===== src/rtl/branch_seq.sv =====
// branch_seq: ID-stage branch resolution sequencer.
// Stalls IF/ID while branch operands are still being forwarded, then issues a
// one-cycle redirect to the branch target one cycle after the decision edge,
// so the delay slot is fetched at the decision edge and the target after it.
// Optional feature macro: BRANCH_STAT_EN adds taken/not-taken counters.
module branch_seq (
  input  logic        clk,
  input  logic        reset,
  input  logic        id_valid,
  input  logic [31:0] id_pc,
  input  logic [15:0] imm16,
  input  logic [3:0]  BranchOp,
  input  logic        cmp_taken,
  input  logic        rs_ready,
  input  logic        rt_ready,
  input  logic        hold,
  input  logic        flush,
  output logic        id_stall,
  output logic        redirect_valid,
  output logic [31:0] redirect_pc,
  output logic [1:0]  state_o
`ifdef BRANCH_STAT_EN
  ,
  output logic [31:0] taken_cnt,
  output logic [31:0] nottaken_cnt
`endif
);

  localparam int unsigned PC_W  = 32;
  localparam int unsigned IMM_W = 16;
  localparam int unsigned OP_W  = 4;

  localparam logic [OP_W-1:0] OP_BZ  = OP_W'(1);
  localparam logic [OP_W-1:0] OP_BEQ = OP_W'(2);
  localparam logic [OP_W-1:0] OP_BNE = OP_W'(3);

  typedef enum logic [1:0] {
    IDLE      = 2'd0,
    WAIT_OPND = 2'd1,
    REDIRECT  = 2'd2
  } state_t;

  state_t            state_q;
  logic              redirect_q;
  logic [PC_W-1:0]   redirect_pc_q;
  logic [PC_W-1:0]   target_d;

  logic              is_branch;
  logic              opnd_ready;
  logic              evaluating;
  logic              decide_ok;
  logic              take_br;
  logic              skip_br;

  // Branch decode, operand readiness and target computation for the ID instruction.
  always_comb begin
    is_branch  = 1'b0;
    opnd_ready = 1'b0;
    evaluating = 1'b0;
    decide_ok  = 1'b0;
    take_br    = 1'b0;
    skip_br    = 1'b0;
    target_d   = '0;

    is_branch  = id_valid & ((BranchOp == OP_BZ) | (BranchOp == OP_BEQ) |
                             (BranchOp == OP_BNE));
    opnd_ready = (BranchOp == OP_BZ) ? rs_ready : (rs_ready & rt_ready);
    // A branch sitting in the delay slot (REDIRECT) is never evaluated.
    evaluating = (state_q == IDLE) | (state_q == WAIT_OPND);
    decide_ok  = evaluating & ~flush & ~hold & is_branch & opnd_ready;
    take_br    = decide_ok & cmp_taken;
    skip_br    = decide_ok & ~cmp_taken;
    target_d   = id_pc + PC_W'(4) +
                 {{(PC_W-IMM_W-2){imm16[IMM_W-1]}}, imm16, 2'b00};

    // Stall is not suppressed by hold: the operand wait still applies.
    id_stall   = evaluating & is_branch & ~opnd_ready & ~flush;
  end

  // Sequencer state, redirect request and target register.
  always_ff @(posedge clk or posedge reset) begin
    if (reset) begin
      state_q       <= IDLE;
      redirect_q    <= 1'b0;
      redirect_pc_q <= '0;
    end else begin
      redirect_q <= 1'b0;
      case (state_q)
        IDLE, WAIT_OPND: begin
          if (flush) begin
            state_q <= IDLE;
          end else if (hold) begin
            state_q <= state_q;
          end else if (is_branch & ~opnd_ready) begin
            state_q <= WAIT_OPND;
          end else if (take_br) begin
            state_q       <= REDIRECT;
            redirect_q    <= 1'b1;
            redirect_pc_q <= target_d;
          end else begin
            state_q <= IDLE;
          end
        end
        REDIRECT: state_q <= IDLE;
        default:  state_q <= IDLE;
      endcase
    end
  end

`ifdef BRANCH_STAT_EN
  logic [PC_W-1:0] taken_cnt_q;
  logic [PC_W-1:0] nottaken_cnt_q;

  // Resolved-branch statistics; both counters wrap naturally.
  always_ff @(posedge clk or posedge reset) begin
    if (reset) begin
      taken_cnt_q    <= '0;
      nottaken_cnt_q <= '0;
    end else begin
      if (take_br) taken_cnt_q    <= taken_cnt_q + PC_W'(1);
      if (skip_br) nottaken_cnt_q <= nottaken_cnt_q + PC_W'(1);
    end
  end

  assign taken_cnt    = taken_cnt_q;
  assign nottaken_cnt = nottaken_cnt_q;
`endif

  // A flush in the redirect cycle cancels the fetch redirect immediately.
  assign redirect_valid = redirect_q & ~flush;
  assign redirect_pc    = redirect_pc_q;
  assign state_o        = state_q;

endmodule


===== config.mk =====
export PLATFORM = sky130hd
export DESIGN_NAME = branch_seq
export DESIGN_NICKNAME = d
export VERILOG_FILES = /design/src/rtl/branch_seq.sv
export SDC_FILE = /design/constraint.sdc
export NUM_CORES = 1
export LEC_CHECK = 0
export ABC_AREA = 0
export CAP_MARGIN = 30
export CORE_ASPECT_RATIO = 0.8
export CORE_UTILIZATION = 44
export DETAILED_ROUTE_END_ITERATION = 10
export PLACE_DENSITY = 0.74
export SYNTH_ARGS = -nofsm -noshare
export SYNTH_HDL_FRONTEND = slang
export SYNTH_SLANG_ARGS = --single-unit

===== constraint.sdc =====
create_clock -name clk -period 1.6 [get_ports clk]
set_input_delay 0.24 -clock clk [delete_from_list [all_inputs] [get_ports clk]]
set_output_delay 0.24 -clock clk [all_outputs]
set_load 0.02 [all_outputs]

==> out/results.ini, run 1 <==
[placement]
routabilityCongestion=0.863
place_area_mm2=0.00564
dpl.hpwl_um=9300
port_buffers=95

[floorplan]
io_pins=96
die_x_um=99.3
die_y_um=79.9
start_util_pct=47.0
core.rowCount=27

[clock_network]
clock-sinks=35
clock_tree.root_cell=clkbuf_8
clockBufferDepth=2
holdBufCountCts=0
htreeDepth=2
cts_buffers=5

[outcome]
status=aborted with a tool error
first-error=[ERROR DPL-0038] Utilization greater than 100%, impossible to legalize
lastStage=5_1_grt

[logic_synthesis]
postSynthAreaPerCell_um2=8.40
syn_inst=397
async_flop_share_pct=100
syn_area_mm2=0.00333
synth_warnings=0
synth_cell_type_count=54
synth-edff-count=0
ys_ff_latch=35
synth-main-ff-cell=dfrtp_1
syn_nets=515
seq_area_frac_synth_pct=26.3

[grt]
grt_max_degree=27

[sta]
crit_endpoint=redirect_pc[26]$_DFFE_PP0P_/D
worst_endpoint_kind=register data pin

[cell families after synthesis]
| family | count (synthesis) | synth area share [%] |
|---|---|---|
| flip-flops | 35 | 26.3 |
| adder cells (fa/ha/maj) | 58 | 22.0 |
| AO/OA/AOI/OAI | 121 | 22.7 |
| AND/OR/NAND/NOR | 127 | 18.3 |
| multiplexers | 4 | 1.24 |
| buffers and inverters | 28 | 3.19 |
| XOR/XNOR | 24 | 6.31 |
[through the flow]
stage | cells | setup WS, ns | utilization (%) | hold slack (ns) | TNS (ns)
after floorplan | 397 | -0.576 | - | 0.352 | -8.56
after global placement | 666 | -1.25 | 79.5 | 0.449 | -31.48
after detailed placement | 666 | -1.34 | 79.5 | 0.469 | -33.70
after CTS | 715 | -0.574 | 97.1 | 0.263 | -11.54
[repair_timing]
item	4_1_cts
gates cloned	7
setup endpoints to repair	36
pin swaps	109
gates resized for setup	276
buffers inserted	35
[synthesized netlist by cell type (all sizes together), types with 2 or more instances]
library cell  instances  area, µm²
xnor2                 9       78.8
o21bai                2       18.8
nor3                  9       45.0
nand2b                2       12.5
clkbuf               17       63.8
o21a                  5       37.5
a21o                  9       67.6
nand4                 8       50.1
nor2                 18       67.6
and3                  6       37.5
dfrtp                35        876
a31oi                 4       25.0
and2                  2       12.5
or2                   2       12.5
a211oi               10       75.1
a21oi                26        138
o22ai                 2       12.5
mux2i                 3       30.0
a21boi                4       30.0
ha                   57        713
inv                   9       33.8
nor3b                 3       22.5
nand2                55        206
xor2                 15        131
nand3                12       65.1
o211a                 2       20.0
o21ai                46        230
o31ai                 3       27.5
buf                   2       8.75
nor4b                 3       26.3
nor2b                 2       12.5
==> run 2, diff against run 1 <==
--- a/config.mk
+++ b/config.mk
@@ -7,10 +7,9 @@
 export LEC_CHECK = 0
 export ABC_AREA = 0
 export CAP_MARGIN = 30
-export CORE_ASPECT_RATIO = 0.8
-export CORE_UTILIZATION = 44
+export CORE_UTILIZATION = 40
 export DETAILED_ROUTE_END_ITERATION = 10
-export PLACE_DENSITY = 0.74
+export PLACE_DENSITY_LB_ADDON = 0.15
 export SYNTH_ARGS = -nofsm -noshare
 export SYNTH_HDL_FRONTEND = slang
 export SYNTH_SLANG_ARGS = --single-unit
==> constraint.sdc (replaced) <==
create_clock -name clk -period 2.08 [get_ports clk]
set_input_delay 0.312 -clock clk [delete_from_list [all_inputs] [get_ports clk]]
set_output_delay 0.312 -clock clk [all_outputs]
set_load 0.02 [all_outputs]
==> run 2 against run 1 <==
  * The flow now finishes, with violations (negative setup slack)
  * Synthesized cell count did not move
  * Synthesized area unchanged
==> out/results.ini, run 2 <==
[grt]
grt_pass1_vias=4165
grt_max_degree=36
grt_pass1_wl_um=18900
overflow=0
antenna_found_initial=0
grt_usage_pct=27.8

[floorplan]
start_util_pct=42.3
die_y_um=93.3
io_pins=96
core_area_mm2=0.00789
die_x_um=93.3
core.rowCount=32
fp.dieArea_mm2=0.00870

[cells_and_area]
layout_commonest_cell=buf_4
largest_reg_flops=32
drive_gt1_share_pct=50.2
nets=730
final_cell_mix=114 x buf_4, 56 x clkdlybuf4s50_1, 55 x ha_4
fin_util_pct=83.6
diodes=0
area_growth_pct=97.8

[logic_synthesis]
synth_top_area_cell=dfrtp_1
syn_inst=397
synthTopCellsByCount=57 x ha_1, 55 x nand2_1, 35 x dfrtp_1
synth_warnings=0
synth-main-ff-cell=dfrtp_1
synth.most_common_cell=ha_1
syn_nets=515
async_flop_share_pct=100
synth-edff-count=0
yosys.area.top_type_share_pct=26.3
ys_top_cells_by_area=dfrtp_1 26%, ha_1 21%, nand2_1 6.2%
synth_cell_type_count=54
postSynthAreaPerCell_um2=8.40
syn_area_mm2=0.00333
seq_area_frac_synth_pct=26.3
ys_ff_latch=35

[outcome]
violations=negative setup slack
status=complete, but fails checks

[detailed_routing]
routed-wl-met3_um=743
routed_wl_um=13600
viasPerCell=5.73
wl_met2_um=7250
dr.first_iter.drc_count=171
ant_nets=0
dr.pass1.iters=5
vias=4095
drt-met1-wl_um=5120
top_layer=met4
wire_per_inst_um=19.0
drc=0

[worst_setup_path]
path_buf_inv=2
timing.rr.end=redirect_pc[28]
worst-endpoint-arrival_ns=2.55
critPathMaxStageDelay_ns=0.35
path_class=in -> reg
r2r_start=state_o[1]
endpoint_kind=flip-flop
cp_cell_sequence=buf_6 -> ha_4 -> ha_4 -> fa_2 -> a211oi_2 -> o21a_2 -> o211a_4 -> o21bai_4 -> buf_4 -> a21oi_2 -> xor2_1 -> o21ai_1
cp_common_cell=ha_4
r2r_setup_slack_ns=0.10
cp.required_ns=2.26
slowest_stage=fa_2
cp-start-kind=primary input
worst-path-max-fanout=3
reg2reg_depth=9
crit_family=compound AO/OA/AOI/OAI gates

[job]
maxCapViolations=0

[sta]
setup_violations=21
layout_setup_ws_ns=-0.290
fin_hold_ws_ns=0.401
hold_viol_final=0
tns_ns=-2.89
finClkSkew_ns=0.00679
fmax_ghz=0.422
rsz0062_at_grt=true
final.period_utilization_pct=114
slew_violations=0
slew-limit-headroom_pct=69.1
tightest_slew_ns=0.463
period_needed_ns=2.37

[placement]
dpl.hpwl_um=8310
port_buffers=95
routabilityCongestion=0.854

[power]
peakVddDrop_v=0.000333
pwr_density_cell_mw_per_mm2=534
p_leak_nw=2.80

[worst_hold_path]
holdPathEnd=redirect_pc[2]
holdPathStages=4
hp-class=in -> reg
holdCritStartpoint=id_pc[2]

[clock_network]
htreeDepth=2
clockBufferDepth=2
holdBufCountCts=0
insertion_delay_ns=0.30
cts_tree=done
path_clk_slew_ns=0.08
clock_tree.root_cell=clkbuf_8
cts_buffers=5
clock-sinks=35

==> run 2: cell counts after synthesis <==
No cell type changed its count.
==> run 2: power by group <==
part | total (mW) | switching (mW) | internal, mW
Combinational | 2.16 | 1.03 | 1.13
Sequential | 0.792 | 0.0446 | 0.747
Clock | 0.569 | 0.267 | 0.301
==> run 2: worst max-delay path by stage <==
stage / from / endpoint / slack (ns) / cells after the start
finish: imm16[1] / redirect_pc[17] / -0.29 / 12
global route: imm16[1] / redirect_pc[19] / -0.35 / 12
CTS: id_pc[9] / redirect_pc[25] / -0.25 / 11
detailed placement: id_pc[3] / redirect_pc[23] / -1.01 / 11
global placement: id_pc[3] / redirect_pc[23] / -0.99 / 11
floorplan: id_pc[3] / redirect_pc[29] / -0.17 / 10
==> run 2: cells by family (layout without fill, tap and decap cells) <==
logic type,Yosys count,count (layout),synth area share [%]
compound gates,121,121,22.7
buf+inv,28,244,3.19
simple gates,127,127,18.3
xor+xnor,24,24,6.31
flops,35,35,26.3
mux,4,4,1.24
fa+ha+maj,58,58,22.0
==> run 2: worst register-to-register path, cell delays in order (launching register included) <==
cell,delay [ns]
dfrtp_1,0.38
nor2_1,0.15
nor4b_2,0.30
buf_4,0.17
nand4bb_2,0.12
buf_4,0.19
buf_4,0.18
nor3b_2,0.17
mux2i_1,0.11
o211ai_1,0.12
==> run 2: final cells by class <==
class / count / area [µm²]
Inverter: 9 / 37.5
Timing Repair Buffer: 227 / 1910
Sequential cell: 35 / 876
Clock buffer: 7 / 96.3
Multi-Input combinational cell: 334 / 3540
Fill cell: 434 / 1290
Clock inverter: 1 / 7.51
Tap cell: 102 / 128
==> run 2: timing repair <==
action | CTS | global route
setup buffers | 24 | 14
pin swaps | 85 | 74
endpoints found under the setup margin | 25 | 24
gates cloned | 1 | 0
resized for setup | 201 | 73
==> run 2: metrics by stage <==
step | area (µm²) | std cells | setup WS (ns) | total power [mW]
2_1_floorplan | 3720 | 397 | -0.168 | 1.66
3_3_place_gp | 5420 | 672 | -0.986 | 2.33
3_5_place_dp | 5420 | 672 | -1.01 | 2.37
4_1_cts | 6330 | 703 | -0.250 | 3.27
5_1_grt | 6590 | 715 | -0.351 | 3.70
6_report | 6590 | 715 | -0.290 | 3.52
==> run 2: metal layers <==
metal | track usage, % | vias to the layer above
met5 | 0 | -
met4 | 8.59 | 0
met3 | 6.02 | 51
met2 | 53.2 | 176
met1 | 30.2 | 1989
li1 | - | 1879
(Power assumes the default switching activity.)
